--- config.mk ---
export PLATFORM = sky130hd
export DESIGN_NAME = datapath_mc_flat
export DESIGN_NICKNAME = d
export VERILOG_FILES = /design/src/rtl/datapath_mc_if.sv /design/src/rtl/datapath_mc.sv /design/src/flat_wrapper.sv
export SDC_FILE = /design/constraint.sdc
export NUM_CORES = 1
export LEC_CHECK = 0
export ABC_AREA = 0
export CORE_MARGIN = 3
export CORE_UTILIZATION = 56
export CTS_CLUSTER_SIZE = 40
export DETAILED_ROUTE_END_ITERATION = 10
export PLACE_DENSITY_LB_ADDON = 0.12
export SYNTH_ARGS = -nofsm -noshare
export SYNTH_HDL_FRONTEND = slang
export SYNTH_SLANG_ARGS = --single-unit
--- constraint.sdc ---
create_clock -name Clock -period 4.9 [get_ports Clock]
set_input_delay 0.98 -clock Clock [delete_from_list [all_inputs] [get_ports Clock]]
set_output_delay 0.98 -clock Clock [all_outputs]
set_load 0.02 [all_outputs]
--- src/rtl/datapath_mc_if.sv ---
// Control and memory-bus bundle for datapath_mc. The control FSM / memory side
// connects through the master modport, the datapath through the slave modport.
interface datapath_mc_if #(
  parameter int WIDTH = 16
);
  logic [3:0]       AluOp;
  logic [1:0]       Op1Sel;
  logic [1:0]       Op2Sel;
  logic             ImmSel;
  logic [1:0]       PcSel;
  logic             PcWe;
  logic             SpWe;
  logic             LrWe;
  logic             AluWe;
  logic             RegWe;
  logic             WdSel;
  logic [2:0]       MemOp;
  logic             MemStart;
  logic             MemBusy;
  logic             MemDone;
  logic [WIDTH-1:0] MemAddr;
  logic [WIDTH-1:0] MemWData;
  logic [WIDTH-1:0] MemRData;
  logic             MemReq;
  logic             MemWr;
  logic             MemAck;
  logic [7:0]       Opcode;
  logic [3:0]       Flags;
  logic [WIDTH-1:0] Pc;

  modport master (
    output AluOp, Op1Sel, Op2Sel, ImmSel, PcSel, PcWe, SpWe, LrWe, AluWe, RegWe,
           WdSel, MemOp, MemStart, MemRData, MemAck,
    input  MemBusy, MemDone, MemAddr, MemWData, MemReq, MemWr, Opcode, Flags, Pc
  );

  modport slave (
    input  AluOp, Op1Sel, Op2Sel, ImmSel, PcSel, PcWe, SpWe, LrWe, AluWe, RegWe,
           WdSel, MemOp, MemStart, MemRData, MemAck,
    output MemBusy, MemDone, MemAddr, MemWData, MemReq, MemWr, Opcode, Flags, Pc
  );
endinterface

--- src/rtl/datapath_mc.sv ---
// Multicycle CPU datapath: register file, PC/SP/LR/IR/ALUOUT/MDR, ALU with flags,
// and a fetch/load/store/push/pop memory sequencer with req/ack handshake.
module datapath_mc #(
  parameter int               WIDTH    = 16,
  parameter int               NREGS    = 8,
  parameter logic [WIDTH-1:0] PC_RESET = {WIDTH{1'b0}},
  parameter logic [WIDTH-1:0] SP_RESET = WIDTH'(16'hFFFF)
) (
  input logic          Clock,
  input logic          nReset,
  datapath_mc_if.slave bus
);
  localparam int               RA_W     = $clog2(NREGS);
  localparam logic [WIDTH-1:0] ONE      = {{(WIDTH-1){1'b0}}, 1'b1};
  localparam logic [2:0]       OP_FETCH = 3'd1;
  localparam logic [2:0]       OP_LOAD  = 3'd2;
  localparam logic [2:0]       OP_STORE = 3'd3;
  localparam logic [2:0]       OP_PUSH  = 3'd4;
  localparam logic [2:0]       OP_POP   = 3'd5;

  typedef enum logic [1:0] {IDLE = 2'd0, PREDEC = 2'd1, REQ = 2'd2, DONE = 2'd3} seq_state_t;

  seq_state_t       state_r, state_s;
  logic [WIDTH-1:0] pc_r, sp_r, lr_r, ir_r, aluout_r, mdr_r;
  logic [3:0]       flags_r;
  logic [WIDTH-1:0] regs_r [NREGS];
  logic [2:0]       op_r;
  logic             mem_busy_r, mem_done_r, mem_req_r, mem_wr_r;
  logic [WIDTH-1:0] mem_addr_r, mem_wdata_r;

  logic [RA_W-1:0]  rw_s, rs1_s, rs2_s;
  logic [WIDTH-1:0] rd1_s, rd2_s, imm_s, op1_s, op2_s, alu_res_s, pc_mux_s, addr_s;
  logic [WIDTH:0]   sum_s, sh_s;
  logic             alu_c_s, alu_v_s, start_s, ack_s, busy_s;
  logic [3:0]       flags_s;
  logic [2:0]       next_op_s;

  assign rw_s  = ir_r[RA_W-1:0];
  assign rs1_s = ir_r[2*RA_W-1:RA_W];
  assign rs2_s = ir_r[3*RA_W-1:2*RA_W];
  assign rd1_s = regs_r[rs1_s];
  assign rd2_s = regs_r[rs2_s];
  assign imm_s = bus.ImmSel ? {{(WIDTH-8){ir_r[7]}}, ir_r[7:0]}
                            : {{(WIDTH-5){ir_r[10]}}, ir_r[10:6]};

  // ALU operand selection
  always_comb begin
    op1_s = rd1_s;
    op2_s = imm_s;
    case (bus.Op1Sel)
      2'd0:    op1_s = rd1_s;
      2'd1:    op1_s = pc_r;
      2'd2:    op1_s = sp_r;
      2'd3:    op1_s = lr_r;
      default: op1_s = rd1_s;
    endcase
    case (bus.Op2Sel)
      2'd0:    op2_s = imm_s;
      2'd1:    op2_s = {imm_s[WIDTH-3:0], 2'b00};
      2'd2:    op2_s = rd2_s;
      2'd3:    op2_s = ONE;
      default: op2_s = imm_s;
    endcase
  end

  // ALU; SUB is Op1 + ~Op2 + 1 so its carry out is already NOT borrow, and the
  // shifts run one bit wider so the last bit shifted out lands in the spare bit
  always_comb begin
    alu_res_s = {WIDTH{1'b0}};
    sum_s     = {(WIDTH+1){1'b0}};
    sh_s      = {(WIDTH+1){1'b0}};
    alu_c_s   = 1'b0;
    alu_v_s   = 1'b0;
    case (bus.AluOp)
      4'd0, 4'd10: begin
        sum_s     = {1'b0, op1_s} + {1'b0, op2_s}
                  + {{WIDTH{1'b0}}, (bus.AluOp == 4'd10) & flags_r[1]};
        alu_res_s = sum_s[WIDTH-1:0];
        alu_c_s   = sum_s[WIDTH];
        alu_v_s   = (op1_s[WIDTH-1] == op2_s[WIDTH-1]) && (sum_s[WIDTH-1] != op1_s[WIDTH-1]);
      end
      4'd1: begin
        sum_s     = {1'b0, op1_s} + {1'b0, ~op2_s} + {{WIDTH{1'b0}}, 1'b1};
        alu_res_s = sum_s[WIDTH-1:0];
        alu_c_s   = sum_s[WIDTH];
        alu_v_s   = (op1_s[WIDTH-1] != op2_s[WIDTH-1]) && (sum_s[WIDTH-1] != op1_s[WIDTH-1]);
      end
      4'd2: alu_res_s = op1_s & op2_s;
      4'd3: alu_res_s = op1_s | op2_s;
      4'd4: alu_res_s = op1_s ^ op2_s;
      4'd5: alu_res_s = ~op1_s;
      4'd6: begin
        sh_s      = {1'b0, op1_s} << op2_s[3:0];
        alu_res_s = sh_s[WIDTH-1:0];
        alu_c_s   = sh_s[WIDTH];
      end
      4'd7: begin
        sh_s      = {op1_s, 1'b0} >> op2_s[3:0];
        alu_res_s = sh_s[WIDTH:1];
        alu_c_s   = sh_s[0];
      end
      4'd8: begin
        sh_s      = $unsigned($signed({op1_s, 1'b0}) >>> op2_s[3:0]);
        alu_res_s = sh_s[WIDTH:1];
        alu_c_s   = sh_s[0];
      end
      4'd9:    alu_res_s = op2_s;
      default: alu_res_s = {WIDTH{1'b0}};
    endcase
  end

  assign flags_s = {alu_res_s[WIDTH-1], (alu_res_s == {WIDTH{1'b0}}), alu_c_s, alu_v_s};

  // PC source selection
  always_comb begin
    pc_mux_s = pc_r;
    case (bus.PcSel)
      2'd0:    pc_mux_s = lr_r;
      2'd1:    pc_mux_s = aluout_r;
      2'd2:    pc_mux_s = mdr_r;
      2'd3:    pc_mux_s = pc_r + ONE;
      default: pc_mux_s = pc_r;
    endcase
  end

  assign busy_s    = (state_r != IDLE);
  assign start_s   = (state_r == IDLE) && bus.MemStart &&
                     (bus.MemOp >= OP_FETCH) && (bus.MemOp <= OP_POP);
  assign ack_s     = (state_r == REQ) && bus.MemAck;
  assign next_op_s = start_s ? bus.MemOp : op_r;

  // Sequencer next state
  always_comb begin
    state_s = state_r;
    case (state_r)
      IDLE: begin
        if (start_s) begin
          state_s = (bus.MemOp == OP_PUSH) ? PREDEC : REQ;
        end else begin
          state_s = IDLE;
        end
      end
      PREDEC: state_s = REQ;
      REQ: begin
        if (bus.MemAck) begin
          state_s = DONE;
        end else begin
          state_s = REQ;
        end
      end
      DONE:    state_s = IDLE;
      default: state_s = IDLE;
    endcase
  end

  // Transfer address; push targets the value SP is being decremented to
  always_comb begin
    addr_s = mem_addr_r;
    case (next_op_s)
      OP_FETCH:          addr_s = pc_r;
      OP_LOAD, OP_STORE: addr_s = aluout_r;
      OP_PUSH:           addr_s = sp_r - ONE;
      OP_POP:            addr_s = sp_r;
      default:           addr_s = mem_addr_r;
    endcase
  end

  // Sequencer state register
  always_ff @(posedge Clock or negedge nReset) begin
    if (!nReset) begin
      state_r <= IDLE;
    end else begin
      state_r <= state_s;
    end
  end

  // Registered bus outputs; address/data are latched once so they hold through wait states
  always_ff @(posedge Clock or negedge nReset) begin
    if (!nReset) begin
      op_r        <= 3'd0;
      mem_busy_r  <= 1'b0;
      mem_done_r  <= 1'b0;
      mem_req_r   <= 1'b0;
      mem_wr_r    <= 1'b0;
      mem_addr_r  <= {WIDTH{1'b0}};
      mem_wdata_r <= {WIDTH{1'b0}};
    end else begin
      mem_busy_r <= (state_s != IDLE);
      mem_done_r <= (state_s == DONE);
      mem_req_r  <= (state_s == REQ);
      mem_wr_r   <= (state_s == REQ) && ((next_op_s == OP_STORE) || (next_op_s == OP_PUSH));
      if (start_s) begin
        op_r <= bus.MemOp;
      end
      if (start_s && ((bus.MemOp == OP_STORE) || (bus.MemOp == OP_PUSH))) begin
        mem_wdata_r <= rd2_s;
      end
      if ((state_s == REQ) && (state_r != REQ)) begin
        mem_addr_r <= addr_s;
      end
    end
  end

  // Architectural registers; sequencer PC/SP updates take precedence while busy
  always_ff @(posedge Clock or negedge nReset) begin
    if (!nReset) begin
      pc_r     <= PC_RESET;
      sp_r     <= SP_RESET;
      lr_r     <= {WIDTH{1'b0}};
      ir_r     <= {WIDTH{1'b0}};
      aluout_r <= {WIDTH{1'b0}};
      mdr_r    <= {WIDTH{1'b0}};
      flags_r  <= 4'd0;
    end else begin
      if (ack_s && (op_r == OP_FETCH)) begin
        pc_r <= pc_r + ONE;
        ir_r <= bus.MemRData;
      end else if (!busy_s && bus.PcWe) begin
        pc_r <= pc_mux_s;
      end
      if (state_r == PREDEC) begin
        sp_r <= sp_r - ONE;
      end else if (ack_s && (op_r == OP_POP)) begin
        sp_r <= sp_r + ONE;
      end else if (!busy_s && bus.SpWe) begin
        sp_r <= alu_res_s;
      end
      if (ack_s && ((op_r == OP_LOAD) || (op_r == OP_POP))) begin
        mdr_r <= bus.MemRData;
      end
      if (bus.LrWe) begin
        lr_r <= pc_r;
      end
      if (bus.AluWe) begin
        aluout_r <= alu_res_s;
        flags_r  <= flags_s;
      end
    end
  end

  // Register file write port
  always_ff @(posedge Clock or negedge nReset) begin
    if (!nReset) begin
      for (int i = 0; i < NREGS; i++) begin
        regs_r[i] <= {WIDTH{1'b0}};
      end
    end else begin
      if (bus.RegWe) begin
        regs_r[rw_s] <= bus.WdSel ? mdr_r : aluout_r;
      end
    end
  end

  assign bus.MemBusy  = mem_busy_r;
  assign bus.MemDone  = mem_done_r;
  assign bus.MemReq   = mem_req_r;
  assign bus.MemWr    = mem_wr_r;
  assign bus.MemAddr  = mem_addr_r;
  assign bus.MemWData = mem_wdata_r;
  assign bus.Opcode   = ir_r[WIDTH-1 -: 8];
  assign bus.Flags    = flags_r;
  assign bus.Pc       = pc_r;
endmodule
--- src/flat_wrapper.sv ---
// flat-port wrapper written by rule: the top's interface ports become plain ports
module datapath_mc_flat 
#(
  parameter int               WIDTH    = 16,
  parameter int               NREGS    = 8,
  parameter logic [WIDTH-1:0] PC_RESET = {WIDTH{1'b0}},
  parameter logic [WIDTH-1:0] SP_RESET = WIDTH'(16'hFFFF)
)
  (Clock, nReset, bus_AluOp, bus_Op1Sel, bus_Op2Sel, bus_ImmSel, bus_PcSel, bus_PcWe, bus_SpWe, bus_LrWe, bus_AluWe, bus_RegWe, bus_WdSel, bus_MemOp, bus_MemStart, bus_MemRData, bus_MemAck, bus_MemBusy, bus_MemDone, bus_MemAddr, bus_MemWData, bus_MemReq, bus_MemWr, bus_Opcode, bus_Flags, bus_Pc);
  datapath_mc_if #(.WIDTH(WIDTH)) bus_i ();
  input logic Clock;
  input logic nReset;
  input wire logic [$bits(bus_i.AluOp)-1:0] bus_AluOp;
  input wire logic [$bits(bus_i.Op1Sel)-1:0] bus_Op1Sel;
  input wire logic [$bits(bus_i.Op2Sel)-1:0] bus_Op2Sel;
  input wire logic [$bits(bus_i.ImmSel)-1:0] bus_ImmSel;
  input wire logic [$bits(bus_i.PcSel)-1:0] bus_PcSel;
  input wire logic [$bits(bus_i.PcWe)-1:0] bus_PcWe;
  input wire logic [$bits(bus_i.SpWe)-1:0] bus_SpWe;
  input wire logic [$bits(bus_i.LrWe)-1:0] bus_LrWe;
  input wire logic [$bits(bus_i.AluWe)-1:0] bus_AluWe;
  input wire logic [$bits(bus_i.RegWe)-1:0] bus_RegWe;
  input wire logic [$bits(bus_i.WdSel)-1:0] bus_WdSel;
  input wire logic [$bits(bus_i.MemOp)-1:0] bus_MemOp;
  input wire logic [$bits(bus_i.MemStart)-1:0] bus_MemStart;
  input wire logic [$bits(bus_i.MemRData)-1:0] bus_MemRData;
  input wire logic [$bits(bus_i.MemAck)-1:0] bus_MemAck;
  output wire logic [$bits(bus_i.MemBusy)-1:0] bus_MemBusy;
  output wire logic [$bits(bus_i.MemDone)-1:0] bus_MemDone;
  output wire logic [$bits(bus_i.MemAddr)-1:0] bus_MemAddr;
  output wire logic [$bits(bus_i.MemWData)-1:0] bus_MemWData;
  output wire logic [$bits(bus_i.MemReq)-1:0] bus_MemReq;
  output wire logic [$bits(bus_i.MemWr)-1:0] bus_MemWr;
  output wire logic [$bits(bus_i.Opcode)-1:0] bus_Opcode;
  output wire logic [$bits(bus_i.Flags)-1:0] bus_Flags;
  output wire logic [$bits(bus_i.Pc)-1:0] bus_Pc;
  assign bus_i.AluOp = bus_AluOp;
  assign bus_i.Op1Sel = bus_Op1Sel;
  assign bus_i.Op2Sel = bus_Op2Sel;
  assign bus_i.ImmSel = bus_ImmSel;
  assign bus_i.PcSel = bus_PcSel;
  assign bus_i.PcWe = bus_PcWe;
  assign bus_i.SpWe = bus_SpWe;
  assign bus_i.LrWe = bus_LrWe;
  assign bus_i.AluWe = bus_AluWe;
  assign bus_i.RegWe = bus_RegWe;
  assign bus_i.WdSel = bus_WdSel;
  assign bus_i.MemOp = bus_MemOp;
  assign bus_i.MemStart = bus_MemStart;
  assign bus_i.MemRData = bus_MemRData;
  assign bus_i.MemAck = bus_MemAck;
  assign bus_MemBusy = bus_i.MemBusy;
  assign bus_MemDone = bus_i.MemDone;
  assign bus_MemAddr = bus_i.MemAddr;
  assign bus_MemWData = bus_i.MemWData;
  assign bus_MemReq = bus_i.MemReq;
  assign bus_MemWr = bus_i.MemWr;
  assign bus_Opcode = bus_i.Opcode;
  assign bus_Flags = bus_i.Flags;
  assign bus_Pc = bus_i.Pc;
  datapath_mc #(.WIDTH(WIDTH), .NREGS(NREGS), .PC_RESET(PC_RESET), .SP_RESET(SP_RESET)) u_core (.Clock(Clock), .nReset(nReset), .bus(bus_i));
endmodule
==> out/summary.txt <==
GRT
--------------------------------------------------------------------------------
Met2 Resource Use GR                                                      0.5860
Layer with the highest usage after global routing                           met2
Wire length of the first global-routing pass                           111900 um
Met1 Usage GRT                                                            0.5171
Antenna violations before repair                                               0
Total GRT Usage                                                           0.3812
Via count of the first global-routing pass                                 18240
Pin count of the biggest net entering global routing                         103
Met3 usage                                                               0.06899
GRT Residual Overflow                                                          0

CLOCKING
--------------------------------------------------------------------------------
Number of clock sinks seen by CTS                                            268
Clock latency on the worst-skew pair                                     0.60 ns
Clock-pin slew on the worst setup and hold paths                         0.06 ns
Number of clock buffers inserted by TritonCTS                                 30
Maximum number of buffers from clock root to sink                              3
Clock tree from TritonCTS                                                  built
Number of H-tree branching levels                                              1
Quantity of hold-fixing buffers added after cts                                0
Clock root cell                                                     sky130_fd_sc_hd__clkbuf_16

SYNTHESIS
--------------------------------------------------------------------------------
Distinct cell type count after synthesis                                     115
Most used DFF post-synth                                            sky130_fd_sc_hd__dfrtp_1
Number of enable flip-flop cells after synthesis                               0
Avg Synthesized Cell Area                                              9.135 um2
Largest cells by area after synthesis                               sky130_fd_sc_hd__dfrtp_1 (32%), sky130_fd_sc_hd__mux4_2 (6.7%), sky130_fd_sc_hd__mux2i_1 (6.4%)
Sequential-to-total area share from yosys stat                            0.3386
Area of the mapped netlist                                           0.01987 mm2
Nets in the synthesized netlist                                             2276
Number of instances in the synthesized netlist                              2175
Seq cells post-synth                                                         268
Cell taking the most area after synthesis                           sky130_fd_sc_hd__dfrtp_1
Adder-cell share of the synthesized area                                 0.03955
Most instantiated library cell after synthesis                      sky130_fd_sc_hd__dfrtp_1
Simple logic cell fraction of the synthesized area                        0.1556
Multiplexer share of the synthesized area                                 0.1763
Fraction of post-synthesis cell area in the top cell type by area         0.3174
Commonest cells post-synth                                          sky130_fd_sc_hd__dfrtp_1 (252), sky130_fd_sc_hd__nand2_1 (245), sky130_fd_sc_hd__nor2_1 (228)
Async set-or-reset flop fraction in the synthesized netlist                1.000
Largest family of logic cells by synthesized area                   compound AO/OA/AOI/OAI gates
Warnings from Yosys                                                            0
Post-Synth XOR/XNOR Area                                                 0.01852
Fraction of the mapped netlist area in compound gates                     0.2046

STA
--------------------------------------------------------------------------------
Post-layout minimum cycle time                                          4.778 ns
Minimum setup slack in the final design                                0.1222 ns
Maximum clock skew at final layout                                    0.04050 ns
Total negative setup slack                                                  0 ns
Worst rel slew slack                                                      0.2209
RSZ-0062 raised after global routing                                       false
Endpoints failing setup                                                        0
Max Freq                                                               209.3 MHz
Fin. max-slew vios                                                             0
Share of the clock period used by the worst path                          0.9751
Hold violation count in the final report                                       0
Actual transition at the worst max-transition pin                       1.165 ns

DETAILED ROUTING
--------------------------------------------------------------------------------
DRT iter0 DRCs                                                              2104
Post-route antenna net violation count                                         0
Via-to-Cell Ratio                                                          6.639
1st-pass router iterations                                                     8
Total DRC errors in the routed layout                                          0
Routed wirelength normalized by instance count                          25.88 um
DR vias                                                                    18910
Final wirelength                                                        73700 um

LAYOUT
--------------------------------------------------------------------------------
Final cell utilization of the core                                        0.6751
Fill cells                                                                  2824
Synthesis-to-finish area growth                                           17.95%
Share of cells above drive strength 1                                     0.2227
Nets                                                                        2470
Inserted Diodes                                                                0

WORST SETUP PATH
--------------------------------------------------------------------------------
Launching element type of the critical path                                 flop
Critical Path AT                                                         5.24 ns
Data required, critical path                                             5.36 ns
Endpoint kind of the worst setup timing path                                flop
WS Path Type                                                             reg2reg
Worst-path maximum fanout                                                     25

FLOORPLAN
--------------------------------------------------------------------------------
Starting utilization of the core area                                     0.5723
Die X-Extent                                                            194.4 um
Die span in y                                                           194.4 um
Total die area                                                       0.03777 mm2
Ports placed on the boundary                                                 104
Area of the placeable core                                           0.03471 mm2
Row cnt                                                                       68

PLACED DESIGN
--------------------------------------------------------------------------------
Setup slack at placement                                              -0.5416 ns
Count of buffers from port buffering                                         103
Detailed-placement wirelength estimate                                  55490 um
GPL Wtd Cong                                                              0.9865

FLOW RUN
--------------------------------------------------------------------------------
Max-cap violation count                                                        0

POWER AND IR DROP
--------------------------------------------------------------------------------
Power per cell area                                                 739.4 mW/mm2
Worst ir drop on vdd                                                    448.1 uV
Leakage component of the power                                        0.01000 uW

HOLD PATH
--------------------------------------------------------------------------------
Kind of path behind the tightest hold check                             in2async

RUN STATUS
--------------------------------------------------------------------------------
Run status                                                          finished, final reports clean

-- sequential cells by signal, indices dropped and copies added (netlist names), 16 cells and up --
signal,flops
u_core.bus.MemAddr,16
u_core.bus.MemWData,16
u_core.bus.Pc,16
u_core.ir_r,16
u_core.lr_r,16
u_core.mdr_r,16
u_core.regs_r,128
u_core.sp_r,16
-- path summary, 6_finish.rpt --
kind,startpoint,end,slack [ns],cells past startpoint
min in group Clock,u_core.ir_r[11]$_DFFE_PN0P_,u_core.ir_r[11]$_DFFE_PN0P_,0.48,2
worst max-delay path,u_core.ir_r[3]$_DFFE_PN0P_,u_core.bus.Flags[2]$_DFFE_PN0P_,0.12,18
worst max register to register,u_core.ir_r[3]$_DFFE_PN0P_,u_core.bus.Flags[2]$_DFFE_PN0P_,0.12,18
worst min-delay path,nReset,u_core.bus.MemAddr[2]$_DFFE_PN0P_,0.43,1
worst min register to register,u_core.ir_r[11]$_DFFE_PN0P_,u_core.ir_r[11]$_DFFE_PN0P_,0.48,2
max in group asynchronous,nReset,u_core.bus.Pc[3]$_DFFE_PN0P_,3.42,2
-- metal layers --
metal | up-vias | share of wire
met1 | 9259 | 0.39
li1 | 8327 | -
met2 | 1056 | 0.45
met4 | 0 | 0.068
met5 | - | 0
met3 | 267 | 0.093
-- kinds of logic (layout without fill, tap and decap cells) --
group                    after synthesis  in the layout
buffers and inverters                257            475
AO/OA/AOI/OAI                        608            608
XOR/XNOR                              42             42
flip-flops                           268            268
AND/OR/NAND/NOR                      683            683
multiplexers                         256            256
adder cells (fa/ha/maj)               61             61
-- cell type report --
| cell class | count | area [um2] | share of cell area |
|---|---|---|---|
| Sequential cell | 268 | 6730 | 0.2872 |
| Timing Repair Buffer | 350 | 2949 | 0.1258 |
| Clock buffer | 48 | 898.4 | 0.03833 |
| Inverter | 69 | 285.3 | 0.01217 |
| Multi-Input combinational cell | 1650 | 11900 | 0.5078 |
| Tap cell | 455 | 569.3 | 0.02429 |
| Clock inverter | 8 | 101.3 | 0.004325 |
-- per-stage QoR --
step                area, um2  hold slack, ns  std cells  total power (uW)
floorplan               19870          0.4469       2175             10370
global placement        22360          0.4620       2790             14440
detailed placement      22360          0.4696       2790             14640
CTS                     23360          0.4756       2846             16960
global route            23440          0.4985       2848             18200
finish                  23440          0.4295       2848             17330
-- worst max-delay path, cell delays in order (launching register included) --
cell and delay (ns):
sky130_fd_sc_hd__dfrtp_2 0.48, sky130_fd_sc_hd__buf_12 0.25, sky130_fd_sc_hd__mux4_1 0.58, sky130_fd_sc_hd__mux2_2 0.34, sky130_fd_sc_hd__o221a_2 0.32, sky130_fd_sc_hd__ha_1 0.31, sky130_fd_sc_hd__buf_4 0.13, sky130_fd_sc_hd__a21oi_1 0.05
sky130_fd_sc_hd__buf_4 0.13, sky130_fd_sc_hd__o211ai_1 0.31, sky130_fd_sc_hd__nand3_1 0.20, sky130_fd_sc_hd__a211oi_1 0.25, sky130_fd_sc_hd__buf_4 0.15, sky130_fd_sc_hd__o21bai_1 0.09, sky130_fd_sc_hd__a21oi_1 0.22, sky130_fd_sc_hd__a2bb2oi_2 0.10
sky130_fd_sc_hd__nor3_1 0.30, sky130_fd_sc_hd__nand3_1 0.14, sky130_fd_sc_hd__o41ai_2 0.28
-- power by group --
part / internal [uW] / leakage (uW) / switching (uW) / total (uW)
clock network: 1310 / 0.000489 / 953 / 2270
logic: 4690 / 0.00623 / 5810 / 10500
registers: 3210 / 0.00328 / 1350 / 4570
-- what timing repair did --
item,4_1_cts,5_1_grt
setup buffers,0,2
resized for setup,2,21
pin swaps,0,5
endpoints found under the setup margin,4,15
-- placed cells by master (no fill, tap or decap), types with 60 or more instances in the layout --
cell	count
sky130_fd_sc_hd__dfrtp_1	249
sky130_fd_sc_hd__nand2_1	245
sky130_fd_sc_hd__buf_4	242
sky130_fd_sc_hd__nor2_1	226
sky130_fd_sc_hd__a21oi_1	172
sky130_fd_sc_hd__o21ai_0	152
sky130_fd_sc_hd__mux2i_1	125
sky130_fd_sc_hd__clkdlybuf4s50_1	100
sky130_fd_sc_hd__mux4_2	60
sky130_fd_sc_hd__mux2_2	60
Note: power is estimated with default switching activity, not from simulation.
